===== src/rtl/ir_packet_scheduler.sv =====
// Bus-mapped packet scheduler for the IR transmitter: stages the direction command, issues
// periodic and one-shot SEND_PACKET pulses, and enforces a hold-off between packets.
module ir_packet_scheduler #(
  parameter logic [7:0]  BASE_ADDR = 8'h90,
  parameter int unsigned PERIOD    = 10_000_000,
  parameter int unsigned HOLDOFF   = 1_700_000,
  parameter int unsigned CNT_W     = 24
) (
  input  logic       CLK,
  input  logic       RESETN,
  input  logic [7:0] BUS_ADDR,
  input  logic [7:0] BUS_DATA_IN,
  input  logic       BUS_WE,
  output logic [7:0] BUS_DATA_OUT,
  output logic       BUS_DATA_OUT_EN,
  output logic [3:0] COMMAND,
  output logic       SEND_PACKET
);

  localparam logic [1:0] StIdle = 2'd0;
  localparam logic [1:0] StFire = 2'd1;
  localparam logic [1:0] StHold = 2'd2;

  localparam logic [CNT_W-1:0] PeriodLast = CNT_W'(PERIOD - 1);
  // Leaving hold-off at this count lets a pending packet fire exactly HOLDOFF after the last.
  localparam logic [CNT_W-1:0] HoldLast   = CNT_W'(HOLDOFF - 2);

  logic [1:0]       state_q, state_d;
  logic [3:0]       cmd_stage_q;
  logic [3:0]       command_q;
  logic             enable_q;
  logic             pending_q;
  logic [7:0]       pkt_cnt_q;
  logic [CNT_W-1:0] pcnt_q;
  logic [CNT_W-1:0] hcnt_q;
  logic [7:0]       data_out_q;
  logic             data_out_en_q;

  logic [7:0] offset;
  logic       in_win;
  logic       wr_cmd, wr_ctrl, rd_en;
  logic       fire_req, fire_entry, busy;
  logic [7:0] rd_data;
  logic       unused_data_bits;

  assign offset           = BUS_ADDR - BASE_ADDR;
  assign in_win           = (offset < 8'd4);
  assign unused_data_bits = ^BUS_DATA_IN[7:4];

  always_comb begin
    wr_cmd  = in_win && BUS_WE && (offset[1:0] == 2'd0);
    wr_ctrl = in_win && BUS_WE && (offset[1:0] == 2'd1);
    rd_en   = in_win && !BUS_WE;
    busy    = (state_q != StIdle);
  end

  always_comb begin
    fire_req   = pending_q || (enable_q && (pcnt_q == PeriodLast));
    fire_entry = 1'b0;
    state_d    = state_q;
    case (state_q)
      StIdle: begin
        if (fire_req) begin
          state_d    = StFire;
          fire_entry = 1'b1;
        end
      end
      StFire: state_d = StHold;
      StHold: begin
        if (hcnt_q == HoldLast) state_d = StIdle;
      end
      default: state_d = StIdle;
    endcase
  end

  always_comb begin
    rd_data = 8'h00;
    case (offset[1:0])
      2'd0:    rd_data = {4'b0000, cmd_stage_q};
      2'd1:    rd_data = {7'b0000000, enable_q};
      2'd2:    rd_data = {busy, pending_q, enable_q, 1'b0, command_q};
      default: rd_data = pkt_cnt_q;
    endcase
  end

  always_ff @(posedge CLK or negedge RESETN) begin
    if (!RESETN) begin
      state_q       <= StIdle;
      cmd_stage_q   <= 4'h0;
      command_q     <= 4'h0;
      enable_q      <= 1'b0;
      pending_q     <= 1'b0;
      pkt_cnt_q     <= 8'h00;
      pcnt_q        <= '0;
      hcnt_q        <= '0;
      data_out_q    <= 8'h00;
      data_out_en_q <= 1'b0;
    end else begin
      state_q <= state_d;
      if (wr_cmd)  cmd_stage_q <= BUS_DATA_IN[3:0];
      if (wr_ctrl) enable_q    <= BUS_DATA_IN[0];

      // A one-shot landing on the fire edge is kept so no request is lost.
      if (wr_ctrl && BUS_DATA_IN[1]) pending_q <= 1'b1;
      else if (fire_entry)           pending_q <= 1'b0;

      if (fire_entry) begin
        command_q <= cmd_stage_q;
        pkt_cnt_q <= pkt_cnt_q + 8'd1;
      end

      if (!enable_q || fire_entry)  pcnt_q <= '0;
      else if (pcnt_q != PeriodLast) pcnt_q <= pcnt_q + 1'b1;

      if (fire_entry)        hcnt_q <= '0;
      else if (busy)         hcnt_q <= hcnt_q + 1'b1;

      data_out_en_q <= rd_en;
      if (rd_en) data_out_q <= rd_data;
    end
  end

  assign COMMAND         = command_q;
  assign SEND_PACKET     = (state_q == StFire);
  assign BUS_DATA_OUT    = data_out_q;
  assign BUS_DATA_OUT_EN = data_out_en_q;

endmodule


===== config.mk =====
export PLATFORM = sky130hd
export DESIGN_NAME = ir_packet_scheduler
export DESIGN_NICKNAME = d
export VERILOG_FILES = /design/src/rtl/ir_packet_scheduler.sv
export SDC_FILE = /design/constraint.sdc
export NUM_CORES = 1
export LEC_CHECK = 0
export CORE_MARGIN = 1.5
export CORE_UTILIZATION = 52
export CTS_BUF_LIST = sky130_fd_sc_hd__clkbuf_16
export CTS_CLUSTER_SIZE = 40
export DETAILED_ROUTE_END_ITERATION = 6
export PLACE_DENSITY = 0.79
export SLEW_MARGIN = 10
export SYNTH_ARGS = -nofsm -noshare
export SYNTH_HDL_FRONTEND = slang
export SYNTH_SLANG_ARGS = --single-unit

===== constraint.sdc =====
create_clock -name CLK -period 2.2 [get_ports CLK]
set_clock_uncertainty 0.15 [all_clocks]
set_input_delay 0.44 -clock CLK [delete_from_list [all_inputs] [get_ports CLK]]
set_output_delay 0.44 -clock CLK [all_outputs]
set_load 0.02 [all_outputs]

==> results of run 1 <==
[power by group through the flow]
stage / Clock [mW] / Sequential, mW / Combinational, mW
floorplan: 0 / 1.57 / 0.0887
global placement: 0 / 1.53 / 0.293
detailed placement: 0 / 1.53 / 0.299
CTS: 1.41 / 1.51 / 0.312
global route: 1.48 / 1.51 / 0.356
finish: 1.39 / 1.51 / 0.325
[worst paths after layout]
path / from / end / cells past startpoint / slack (ns)
max: pcnt_q[13]$_DFFE_PN0P_ / hcnt_q[8]$_DFFE_PN0P_ / 7 / -0.1
min: pkt_cnt_q[7]$_DFFE_PN0P_ / pkt_cnt_q[7]$_DFFE_PN0P_ / 1 / 0.33
min in group asynchronous: RESETN / hcnt_q[16]$_DFFE_PN0P_ / 2 / 0.45
max in group asynchronous: RESETN / hcnt_q[1]$_DFFE_PN0P_ / 3 / 0.86
max reg2reg: pcnt_q[13]$_DFFE_PN0P_ / hcnt_q[8]$_DFFE_PN0P_ / 7 / -0.1
min reg2reg: pkt_cnt_q[7]$_DFFE_PN0P_ / pkt_cnt_q[7]$_DFFE_PN0P_ / 1 / 0.33
[cell usage after synthesis (2+ instances only)]
cell	number
a21o_1	2
a21oi_1	10
a22oi_1	3
and2_1	4
and3_1	5
and4_1	2
buf_2	4
clkbuf_1	4
dfrtp_1	77
ha_1	4
inv_1	10
mux2_2	12
nand2_1	45
nand3_1	35
nand4_1	18
nor2_1	36
nor2b_1	4
nor3_1	8
nor3b_1	2
nor4_1	7
o211ai_1	3
o21ai_0	27
o21ai_1	3
o31ai_1	5
or3_1	5
or4_1	6
or4b_1	2
xnor2_1	13
xor2_1	10
[critical path, cell delays in order (launching register included)]
cell	delay [ns]
dfrtp_1	0.37
or4b_4	0.55
nor4_4	0.33
buf_4	0.17
a31oi_4	0.14
clkinv_4	0.14
nor2_1	0.06
mux2_4	0.25
[area by class of cell]
class	count	area, um^2
multi-input combinational	287	1950
sequential	77	1930
fill	480	1880
timing repair buffer	75	694
clock buffer	9	225
tap	96	120
clock inverter	7	58.8
inverter	11	46.3
[flip-flops by register name (all words and copies together), names as in the netlist]
| signal | cells |
|---|---|
| BUS_DATA_OUT | 8 |
| BUS_DATA_OUT_EN | 1 |
| COMMAND | 4 |
| cmd_stage_q | 4 |
| enable_q | 1 |
| hcnt_q | 24 |
| pcnt_q | 24 |
| pending_q | 1 |
| pkt_cnt_q | 8 |
| state_q | 2 |
[metal layers]
| metal | part of all wire | up-vias | routed length (um) |
|---|---|---|---|
| li1 | - | 1538 | - |
| met1 | 0.42 | 1596 | 3850 |
| met2 | 0.52 | 67 | 4790 |
| met3 | 0.034 | 21 | 308 |
| met4 | 0.025 | 0 | 234 |
| met5 | 0 | - | 0 |
[cells by family after synthesis]
family / count (synthesis)
compound gates: 57
mux: 14
buf+inv: 21
flops: 77
simple gates: 189
fa+ha+maj: 4
xor+xnor: 23
[through the flow]
stage | instance area (um^2) | utilization | hold WS [ns] | TNS (ns) | total power, mW
2_1_floorplan | 3790 | - | -0.00559 | 0 | 1.66
5_1_grt | 5020 | 0.728 | 0.349 | -4.73 | 3.34
3_3_place_gp | 4430 | 0.641 | 0.256 | -0.0724 | 1.82
4_1_cts | 4810 | 0.697 | 0.326 | -0.174 | 3.23
6_report | 5020 | 0.728 | 0.329 | -2.09 | 3.23
3_5_place_dp | 4430 | 0.641 | 0.256 | -2.02 | 1.83
[timing repair]
action / 4_1_cts / 5_1_grt
hold endpoints to repair: 32 / 0
endpoints found under the setup margin: 32 / 56
hold buffers: 1 / 0
cloned: 1 / 1
resized for setup: 12 / 68
buffers inserted: 6 / 0
pin swaps: 10 / 25
==> metrics.yaml, run 1 <==
use_met1: 0.310
antenna_left: 0
cts_tree: "yes"
grtUsageTotal: 0.241
synth_top_family_by_area: "simple AND/OR/NAND/NOR gates"
port_buffers: 28
overflow: 0
leakagePower_nw: 2.13
htree_levels: 3
layout_setup_ws_ns: -0.0986
synth_compound_area_frac: 0.0898
grt_pass1_wl_um: 14400
critical_path_required_ns: 2.27
critPathLaunchType: "register"
cp-end-kind: "register"
ios: 33
fmax_mhz: 435
clock_latency_ns: 0.33
firstDrtPassIters: 4
async_reset_ff_frac: 1.00
yosys_warnings: 0
synth_area_leader_cell: "dfrtp_1"
synth_edf_count: 0
antenna_cells: 0
period_needed_ns: 2.30
slew_violations: 0
clock_sinks: 77
cts_max_path_buffers: 2
synth_fp_nets: 408
fin_crit_sh: 1.04
rsz0062_at_grt: "yes"
seqPwrFrac: 0.467
syn_avg_cell_area_um2: 9.78
drt_wl_total_um: 9180
core_area_um2: 6910
root_buffer: "clkbuf_16"
rows: 30
drt-wirelength-per-cell_um: 16.3
drv_cap: 0
ys_seq_elements: 77
postSynthCellCount: 385
p_per_area_nw_per_um2: 642
vias: 3222
finalHoldViolations: 0
die_w_um: 88.1
synth-xor-area-share: 0.0535
yosysUniqueCellTypes: 48
yosys.area.top_type_share: 0.512
grt_busiest_layer: "met2"
place_inst: 537
instances_no_fill: 562
cp.arrival_ns: 2.36
grt_pass1_vias: 3051
worstSetupPathType: "reg -> reg"
synth_simple_gate_area_frac: 0.262
outcome: "complete, but fails checks"
finalNetCount: 484
numCtsBuffers: 9
p_sw_mw: 0.824
drt_iter0_drc: 208
syn_to_final_growth_pct: 33.5
muxShareOfSynthArea: 0.0445
seq_area_frac_synth: 0.512
drive_gt1_frac: 0.258
grt_max_degree: 46
antenna_found_initial: 0
syn_area_um2: 3760
place_ws_ns: -0.107
path_max_fanout: 9
worstHoldPathType: "reg -> reg"
p_clk_frac: 0.432
avgViaCountPerCell: 5.73
clk_pin_slew_ns: 0.06
maxSlewHeadroom: 0.642
use_met2: 0.402
final_common_cell: "dfrtp_1"
dieArea_um2: 7760
gp_congestion: 0.829
setup_viol: 39
die_y_um: 88.1
layout_common_cells: "77 x dfrtp_1, 41 x nand2_1, 36 x buf_4"
dpl.hpwl_um: 5830
combPwrFrac: 0.101
drc: 0
worst_pin_slew_ns: 0.534
violations: "setup timing"
start_util: 0.545
synth_area_leaders: "dfrtp_1 51%, nand3_1 4.7%, nand2_1 4.5%"
met3_usage: 0.0490
swShare: 0.255
worst_ir_drop_vdd_uv: 528
synthAdderAreaFrac: 0.0133
internal-power_mw: 2.40
synth-main-ff-cell: "dfrtp_1"
(Power assumes the default switching activity.)
==> inputs of run 2 (changes only) <==
SKIP_LAST_GASP = 1   (was unset)
==> metrics.yaml, run 2 (same netlist as run 1, synthesis figures left out) <==
outcome: "complete, but fails checks"
violations: "setup timing"
syn_to_final_growth_pct: 31.9
port_buffers: 28
die_w_um: 88.1
overflow: 0
worstSetupPathType: "reg -> reg"
slew_violations: 0
fin_total_pwr_mw: 3.23
finalNetCount: 484
period_needed_ns: 2.28
maxSlewHeadroom: 0.635
largestRegisters: "hcnt_q (24), pcnt_q (24)"
firstDrtPassIters: 5
path_max_fanout: 3
worst_pin_slew_ns: 0.545
drc: 0
leakagePower_nw: 2.10
layout_common_cells: "77 x dfrtp_1, 41 x nand2_1, 37 x buf_4"
final_area_um2: 4970
core_area_um2: 6910
die_y_um: 88.1
antenna_left: 0
final_common_cell: "dfrtp_1"
fmax_mhz: 439
min_from: "pkt_cnt_q[7]$_DFFE_PN0P_"
antenna_cells: 0
drt_iter0_drc: 230
setup_tns_ns: -1.71
layout_setup_ws_ns: -0.0760
p_per_area_nw_per_um2: 650
grt_max_degree: 46
worstHoldPathType: "reg -> reg"
drv_cap: 0
dieArea_um2: 7760
finalHoldViolations: 0
clock_sinks: 77
root_buffer: "clkbuf_16"
htree_levels: 3
grtUsageTotal: 0.240
clock_latency_ns: 0.33
r2r-start: "pcnt_q[13]$_DFFE_PN0P_"
worst_ir_drop_vdd_uv: 525
instances_no_fill: 562
start_util: 0.545
ios: 33
grt_pass1_vias: 3045
cts_max_path_buffers: 2
rsz0062_at_grt: "yes"
place_inst: 537
cp.arrival_ns: 2.35
setup_viol: 41
antenna_found_initial: 0
critical_path_required_ns: 2.27
drive_gt1_frac: 0.238
crit_path_start: "pcnt_q[13]$_DFFE_PN0P_"
n_fill_cell: 488
drt-wirelength-per-cell_um: 16.0
place_area_um2: 4430
rows: 30
dpl.hpwl_um: 5830
grt_pass1_wl_um: 14300
fin_crit_sh: 1.03
vias: 3231
cts_tree: "yes"
drt_wl_total_um: 9010
cp-end-kind: "register"
gp_congestion: 0.829
clk_pin_slew_ns: 0.06
critPathLaunchType: "register"
avgViaCountPerCell: 5.75
numCtsBuffers: 9
-- run 2: cell counts in the layout (fill, tap and decap cells not counted) --
No cell type changed its count.
-- run 2: critical path, stage by stage, from the launching register on --
cell and delay (ns):
dfrtp_1 0.37, or4b_4 0.55, nor4_4 0.32, buf_4 0.17, a311o_1 0.24, buf_6 0.15, nor3b_4 0.04, a21o_1 0.15
-- run 2: metrics by stage --
stage	setup slack, ns	hold WS [ns]	util
floorplan	0.00558	-0.00559	-
global placement	-0.00783	0.256	0.641
detailed placement	-0.107	0.256	0.641
CTS	-0.0376	0.326	0.695
global route	-0.141	0.349	0.719
finish	-0.0760	0.325	0.719
-- run 2: repair_timing --
| item | CTS | global route |
|---|---|---|
| setup endpoints to repair | 32 | 56 |
| setup buffers | 6 | 0 |
| pin swaps | 6 | 21 |
| endpoints found under the hold margin | 32 | 0 |
| resized for setup | 9 | 45 |
| gates cloned | 1 | 1 |
| hold buffers | 1 | 0 |
-- run 2: where the power goes --
group          internal (mW)  leakage (nW)  switching, mW
Clock                  0.781         0.138          0.612
Sequential              1.47          1.05         0.0378
Combinational          0.152         0.909          0.174
-- run 2: final timing paths --
| check | to | slack [ns] | cells past startpoint |
|---|---|---|---|
| setup / recovery | pcnt_q[1]$_DFFE_PN0P_ | -0.08 | 7 |
| hold / removal | pkt_cnt_q[7]$_DFFE_PN0P_ | 0.32 | 1 |
| setup reg to reg | pcnt_q[1]$_DFFE_PN0P_ | -0.08 | 7 |
| hold reg to reg | pkt_cnt_q[7]$_DFFE_PN0P_ | 0.32 | 1 |
| max in group asynchronous | pcnt_q[10]$_DFFE_PN0P_ | 0.87 | 3 |
| min in group asynchronous | hcnt_q[16]$_DFFE_PN0P_ | 0.45 | 2 |
-- run 2: cell type report --
cell class,instances,area [um^2],share of cell area
well taps,96,120,0.0242
clock buffers,9,225,0.0454
repair buffers,75,691,0.139
multi-input cells,287,1900,0.382
inverters,11,46.3,0.00932
clock inverters,7,58.8,0.0118
flip-flops and latches,77,1930,0.388
-- run 2: per-layer routing --
layer  GRT usage  wire length, um  up-vias
met4      0.0909              228        0
met1       0.308             3800     1596
li1            -                -     1539
met5           0                0        -
met2       0.402             4640       75
met3      0.0490              338       21
==> inputs of run 3 (changes only) <==
CAP_MARGIN = 20   (was unset)
HOLD_SLACK_MARGIN = 0.03   (was unset)
SKIP_LAST_GASP = unset   (was 1)
==> results of run 3 <==
Same layout as run 1: the final DEF is identical, and so are final timing and power.
